==> config.mk <==
export PLATFORM = sky130hd
export DESIGN_NAME = cache_fill_fsm_flat
export DESIGN_NICKNAME = d
export VERILOG_FILES = /design/src/rtl/cache_fill_fsm_pkg.sv /design/src/rtl/cache_fill_fsm_if.sv /design/src/rtl/cache_fill_fsm_fill_counter.sv /design/src/rtl/cache_fill_fsm.sv /design/src/flat_wrapper.sv
export SDC_FILE = /design/constraint.sdc
export NUM_CORES = 1
export LEC_CHECK = 0
export ABC_AREA = 0
export CELL_PAD_IN_SITES_DETAIL_PLACEMENT = 0
export CELL_PAD_IN_SITES_GLOBAL_PLACEMENT = 2
export CORE_ASPECT_RATIO = 1.1
export CORE_MARGIN = 5
export CORE_UTILIZATION = 34
export CTS_CLUSTER_SIZE = 30
export DETAILED_ROUTE_END_ITERATION = 8
export DONT_BUFFER_PORTS = 1
export PLACE_DENSITY_LB_ADDON = 0.1
export SLEW_MARGIN = 20
export SYNTH_ARGS = -nofsm -noshare
export SYNTH_HDL_FRONTEND = slang
export SYNTH_SLANG_ARGS = --single-unit
==> constraint.sdc <==
create_clock -name clk -period 1.85 [get_ports clk]
set_clock_uncertainty 0.15 [all_clocks]
set_input_delay 0.37 -clock clk [delete_from_list [all_inputs] [get_ports clk]]
set_output_delay 0.37 -clock clk [all_outputs]
set_load 0.01 [all_outputs]
==> src/rtl/cache_fill_fsm_pkg.sv <==
// Shared cache types and geometry for the
// block refill controller.
package cache_fill_fsm_pkg;

  localparam int BLOCK_OFFSET_W = 4;
  localparam int WORD_OFFSET_W  = 3;
  localparam int TAG_W          = 6;
  localparam int INDEX_W        = 6;
  localparam int WORDS          = 8;
  localparam int MEM_LATENCY    = 4;

  typedef enum logic [1:0] {
    IDLE,
    FILL,
    META
  } fill_state_t;

  // byte address of word idx inside the block at base
  function automatic logic [15:0] word_addr(
    input logic [15:0]              base,
    input logic [WORD_OFFSET_W-1:0] idx
  );
    return {base[15:BLOCK_OFFSET_W], idx, 1'b0};
  endfunction

endpackage

==> src/rtl/cache_fill_fsm_if.sv <==
// Miss, memory and cache-strobe signals of one
// refill controller.
interface cache_fill_fsm_if;
  import cache_fill_fsm_pkg::*;

  logic        miss_detected;
  logic [15:0] miss_address;
  logic [15:0] memory_data;
  logic        memory_data_valid;
  logic        fsm_busy;
  logic        memory_read;
  logic [15:0] memory_address;
  logic [15:0] cache_address;
  logic        write_data_array;
  logic        write_tag_array;

  modport master (
    input  miss_detected,
    input  miss_address,
    input  memory_data,
    input  memory_data_valid,
    output fsm_busy,
    output memory_read,
    output memory_address,
    output cache_address,
    output write_data_array,
    output write_tag_array
  );

  modport slave (
    output miss_detected,
    output miss_address,
    output memory_data,
    output memory_data_valid,
    input  fsm_busy,
    input  memory_read,
    input  memory_address,
    input  cache_address,
    input  write_data_array,
    input  write_tag_array
  );

endinterface

==> src/rtl/cache_fill_fsm_fill_counter.sv <==
// Small word counter with clear, enable and a
// flag when it sits on its last value.
module fill_counter #(
  parameter int W    = 3,
  parameter int LAST = 7
) (
  input  logic         clk,
  input  logic         rst,
  input  logic         i_clr,
  input  logic         i_en,
  output logic [W-1:0] o_cnt,
  output logic         o_last
);

  logic [W-1:0] r_cnt;

  // clear wins over enable; wraps naturally
  always_ff @(posedge clk or negedge rst) begin
    if (!rst)       r_cnt <= '0;
    else if (i_clr) r_cnt <= '0;
    else if (i_en)  r_cnt <= r_cnt + 1'b1;
  end

  assign o_cnt  = r_cnt;
  assign o_last = (r_cnt == W'(LAST));

endmodule

==> src/rtl/cache_fill_fsm.sv <==
// Cache miss refill controller: issues a block
// of word reads, streams data, then writes tag.
module cache_fill_fsm
  import cache_fill_fsm_pkg::*;
(
  input logic               clk,
  input logic               rst,
  cache_fill_fsm_if.master  bus
);

  fill_state_t r_state;
  fill_state_t w_next;
  logic [15:0] r_base;
  logic        r_issue_done;
  logic        w_clr;
  logic        w_issue_en;
  logic        w_recv_en;
  logic        w_issue_last;
  logic        w_recv_last;
  logic [WORD_OFFSET_W-1:0] w_issue_cnt;
  logic [WORD_OFFSET_W-1:0] w_recv_cnt;

  fill_counter #(
    .W    (WORD_OFFSET_W),
    .LAST (WORDS - 1)
  ) u_issue (
    .clk    (clk),
    .rst    (rst),
    .i_clr  (w_clr),
    .i_en   (w_issue_en),
    .o_cnt  (w_issue_cnt),
    .o_last (w_issue_last)
  );

  fill_counter #(
    .W    (WORD_OFFSET_W),
    .LAST (WORDS - 1)
  ) u_recv (
    .clk    (clk),
    .rst    (rst),
    .i_clr  (w_clr),
    .i_en   (w_recv_en),
    .o_cnt  (w_recv_cnt),
    .o_last (w_recv_last)
  );

  // state register
  always_ff @(posedge clk or negedge rst) begin
    if (!rst) r_state <= IDLE;
    else      r_state <= w_next;
  end

  // block base latched when a miss is accepted
  always_ff @(posedge clk or negedge rst) begin
    if (!rst)       r_base <= '0;
    else if (w_clr) r_base <= bus.miss_address & 16'hFFF0;
  end

  // 3-bit issue counter wraps, so remember when
  // the last request has gone out
  always_ff @(posedge clk or negedge rst) begin
    if (!rst)
      r_issue_done <= 1'b0;
    else if (w_clr)
      r_issue_done <= 1'b0;
    else if (w_issue_en && w_issue_last)
      r_issue_done <= 1'b1;
  end

  // next state, counter controls and strobes
  always_comb begin
    w_next               = r_state;
    w_clr                = 1'b0;
    w_issue_en           = 1'b0;
    w_recv_en            = 1'b0;
    bus.fsm_busy         = 1'b0;
    bus.memory_read      = 1'b0;
    bus.memory_address   = '0;
    bus.cache_address    = '0;
    bus.write_data_array = 1'b0;
    bus.write_tag_array  = 1'b0;
    unique case (r_state)
      IDLE: begin
        if (bus.miss_detected) begin
          w_clr  = 1'b1;
          w_next = FILL;
        end
      end
      FILL: begin
        bus.fsm_busy = 1'b1;
        if (!r_issue_done) begin
          w_issue_en         = 1'b1;
          bus.memory_read    = 1'b1;
          bus.memory_address =
            word_addr(r_base, w_issue_cnt);
        end
        if (bus.memory_data_valid) begin
          w_recv_en            = 1'b1;
          bus.write_data_array = 1'b1;
          bus.cache_address    =
            word_addr(r_base, w_recv_cnt);
          if (w_recv_last) w_next = META;
        end
      end
      META: begin
        bus.fsm_busy        = 1'b1;
        bus.write_tag_array = 1'b1;
        bus.cache_address   = r_base;
        w_next              = IDLE;
      end
      default: w_next = IDLE;
    endcase
  end

endmodule

==> src/flat_wrapper.sv <==
// flat-port wrapper written by rule: the top's interface ports become plain ports
module cache_fill_fsm_flat import cache_fill_fsm_pkg::*;
  (clk, rst, bus_miss_detected, bus_miss_address, bus_memory_data, bus_memory_data_valid, bus_fsm_busy, bus_memory_read, bus_memory_address, bus_cache_address, bus_write_data_array, bus_write_tag_array);
  cache_fill_fsm_if bus_i ();
  input logic clk;
  input logic rst;
  input wire logic [$bits(bus_i.miss_detected)-1:0] bus_miss_detected;
  input wire logic [$bits(bus_i.miss_address)-1:0] bus_miss_address;
  input wire logic [$bits(bus_i.memory_data)-1:0] bus_memory_data;
  input wire logic [$bits(bus_i.memory_data_valid)-1:0] bus_memory_data_valid;
  output wire logic [$bits(bus_i.fsm_busy)-1:0] bus_fsm_busy;
  output wire logic [$bits(bus_i.memory_read)-1:0] bus_memory_read;
  output wire logic [$bits(bus_i.memory_address)-1:0] bus_memory_address;
  output wire logic [$bits(bus_i.cache_address)-1:0] bus_cache_address;
  output wire logic [$bits(bus_i.write_data_array)-1:0] bus_write_data_array;
  output wire logic [$bits(bus_i.write_tag_array)-1:0] bus_write_tag_array;
  assign bus_i.miss_detected = bus_miss_detected;
  assign bus_i.miss_address = bus_miss_address;
  assign bus_i.memory_data = bus_memory_data;
  assign bus_i.memory_data_valid = bus_memory_data_valid;
  assign bus_fsm_busy = bus_i.fsm_busy;
  assign bus_memory_read = bus_i.memory_read;
  assign bus_memory_address = bus_i.memory_address;
  assign bus_cache_address = bus_i.cache_address;
  assign bus_write_data_array = bus_i.write_data_array;
  assign bus_write_tag_array = bus_i.write_tag_array;
  cache_fill_fsm u_core (.clk(clk), .rst(rst), .bus(bus_i));
endmodule
==> key figures <==
Status
  • Status: complete, but fails checks
  • Failing checks: negative setup slack

Drt
  • Vias: 828
  • DRC: 0
  • Post-route ant nets: 0
  • Starting DRT DRC Count: 16
  • Routed WL: 2699 um
  • Drt wl/cell: approximately 15 um
  • Via density: 4.600
  • Drt first pass iters: 5

Synthesis
  • Syn. warnings: 0
  • Synth unique cells: 18
  • Yosys reg bits: 21
  • Area leader, netlist: dfrtp_1
  • Post-synth ARST share: 100.0%
  • Mux cell area share after synthesis: roughly 15%
  • Top-area cell type share of the netlist area: approximately 45%
  • Synth Area in Simple Gates: 20.70%
  • Post-Synthesis Cells: between 100 and 150
  • Main combinational cell family by area after synthesis: simple AND/OR/NAND/NOR gates
  • Compound-cell area share of the yosys netlist: about 2.5%
  • Mapped Area: about 0.0012 mm2
  • Post-synth EDFFs: 0
  • Post-synthesis sequential area ratio: ~45%
  • Post-synthesis area per instance: approximately 11 um2
  • Most used DFF post-synth: dfrtp_1
  • Post-Synth Adder-Cell Area: a little under a tenth
  • Xor/xnor share of the synthesized area: between 1 and 1.5%
  • Top cells by area, synth: dfrtp_1, and2_1, mux2_2

Critical path
  • CP dominant cell by count: buf_6
  • Critical path endpoint category: output port
  • CP Launch Type: flip-flop
  • Critical path fanouts, max: 6
  • Critical path class: reg2out
  • Cell Chain, Critical Path: buf_6 > ha_4 > a21oi_4 > nor2b_4 > buf_6 > and2_4
  • CP max stage delay: roughly 430 ps
  • Required time of the worst setup path: ~1300 ps
  • Slowest stage cell, crit path: dfrtp_1
  • CP Data Arrival Time: approximately 1600 ps

Worst hold path
  • Worst Hold Class: in2reg

Timing
  • Minimum clock period: a little over 2000 ps
  • Fin worst setup slack: -216.7 ps
  • RSZ-0062 raised after global routing: true
  • Final Hold Viols: 0
  • Hold slack: a little under 60 ps
  • Max Slew Vio Count: 0
  • Tcrit/Tclk final: 111.7%
  • Final setup vio count: 34
  • Max Freq: a little under 0.5 GHz

Global route
  • GRT Util Overall: around 12%
  • Initial antenna violation count: 0
  • First-pass GRT wire length: 4388 um
  • Vias in the first global route: around 850
  • Grt total ovfl: 0
  • Largest net degree at the start of global routing: 22

Pwr
  • Power Total: 2.949 mW
  • Lkg Pwr: approximately 0.77 nW
  • Cell Pwr Density: around 1800 mW/mm2
  • Worst vdd ir: about 0.7 mV

Placement
  • Port bufs: 0
  • Placer Congestion: roughly 0.75
  • Final HPWL DP: 1846 um
  • Inst Count DP: between 150 and 200
  • Pre-CTS WS: -2.566 ps

Final layout
  • ANT cells: 0
  • P&R area growth vs syn: 38.00%
  • Final core utilization: between 40% and 50%
  • Non-filler instance count after layout: 180
  • Layout cells sized above 1: just over 60%
  • Fin nets: roughly 180

CTS
  • Skew-Pair Late Insertion Delay: 300 ps
  • Clock Pin Slew Worst Setup and Hold Paths: roughly 120 ps
  • Sink Count: 21
  • CTS tree: done
  • Num CTS Buffers: 3
  • Longest Clk Path Bufs: 2
  • H-tree levels: 1
  • Root Buffer: clkbuf_4

Floorplanning
  • Die H: a little over 70 um
  • Core area: 0.003331 mm2
  • Ports: 72
  • Die Span X: 66.14 um
  • Site row count: 22
  • Die area: roughly 0.0047 mm2
  • Starting Density: a little over a third

Flow run
  • Maxcap violations: 0
-- per-stage QoR --
step | cell area [um2] | TNS, ps
5_1_grt | 1627 | -8290
3_3_place_gp | 1272 | 0
2_1_floorplan | 1186 | 0
6_report | 1627 | -5920
3_5_place_dp | 1272 | -5.810
4_1_cts | 1563 | -5880
-- synthesized netlist by cell type, drive strengths merged (2+ instances only) --
| cell | instances |
|---|---|
| nor2 | 5 |
| nand2 | 5 |
| and2 | 28 |
| dfrtp | 21 |
| nor2b | 2 |
| mux2i | 2 |
| ha | 9 |
| inv | 6 |
| a21oi | 4 |
| and3 | 3 |
| xnor2 | 2 |
| buf | 6 |
| mux2 | 14 |
-- what timing repair did --
item	4_1_cts	5_1_grt
gates cloned	2	0
hold buffers	1	1
gates resized for setup	55	13
endpoints found under the hold margin	21	21
buffers inserted	9	1
endpoints found under the setup margin	34	34
pin swaps	16	6
-- power breakdown --
part / switching (mW) / leakage [nW] / total (mW) / internal [mW]
clock network: 0.142 / 0.0150 / 0.226 / 0.0840
logic: 0.803 / 0.493 / 1.89 / 1.09
registers: 0.161 / 0.259 / 0.831 / 0.670
-- sequential cells by signal (all words and copies together), names as in the netlist --
register	cells
u_core.u_recv.o_cnt	3
u_core.r_base	12
u_core.r_issue_done	1
u_core.r_state	2
u_core.u_issue.o_cnt	3
-- cells in the final DEF (no fill, tap or decap), types with 2 or more instances in the layout --
cell type and instances:
inv_1 3, dfrtp_1 21, conb_1 2, mux2_2 12, ha_4 4, mux2_4 2
clkbuf_4 3, buf_4 11, buf_6 11, nand2_1 4, nor2_1 5, ha_1 5
xnor2_1 2, nor2b_4 2, and2_4 27, a21oi_1 3, mux2i_1 2, and3_4 3
-- layer usage --
metal / GRT usage (%) / up-vias / share of wire (%)
li1: - / 396 / -
met1: 15.90 / 396 / 43
met2: 19.07 / 34 / 48
met3: 2.978 / 2 / 8.7
met4: 4.063 / 0 / 0.67
met5: 0 / - / 0
-- cells by family (layout without fill, tap and decap cells) --
kind of cell | count (synthesis) | count (layout)
buffers and inverters | 13 | 34
AND/OR/NAND/NOR | 43 | 43
adder cells (fa/ha/maj) | 9 | 9
AO/OA/AOI/OAI | 5 | 5
multiplexers | 16 | 16
other | 1 | 2
XOR/XNOR | 2 | 2
flip-flops | 21 | 21
-- area by class of cell --
type                       count  area (um2)
tap                           48       60.06
inverter                       6       30.03
clock buffer                   4       26.28
fill                         317        1704
multi-input combinational     77       763.2
timing repair buffer          24       221.5
sequential                    21       525.5
-- critical path, delay by kind of cell (launching register included) --
family	cells	cell delay, ps
AOI/OAI and AO/OA	1	150
adders and majority gates	1	180
buffers and inverters	2	270
DFF	1	430
and+or+nand+nor	2	220
-- worst paths after layout --
kind,startpoint,end,slack [ps],cells past startpoint
worst min-delay path,bus_miss_address[4],u_core.r_base[4],60,1
max in group asynchronous,rst,u_core.r_base[6],800,2
worst max register to register,u_core.r_state[0],u_core.r_state[1],-50,6
worst max-delay path,u_core.r_state[0],bus_cache_address[13],-220,6
worst min register to register,u_core.r_base[6],u_core.r_base[6],400,1
min in group asynchronous,rst,u_core.r_base[13],430,2
Note: power is estimated with default switching activity, not from simulation.
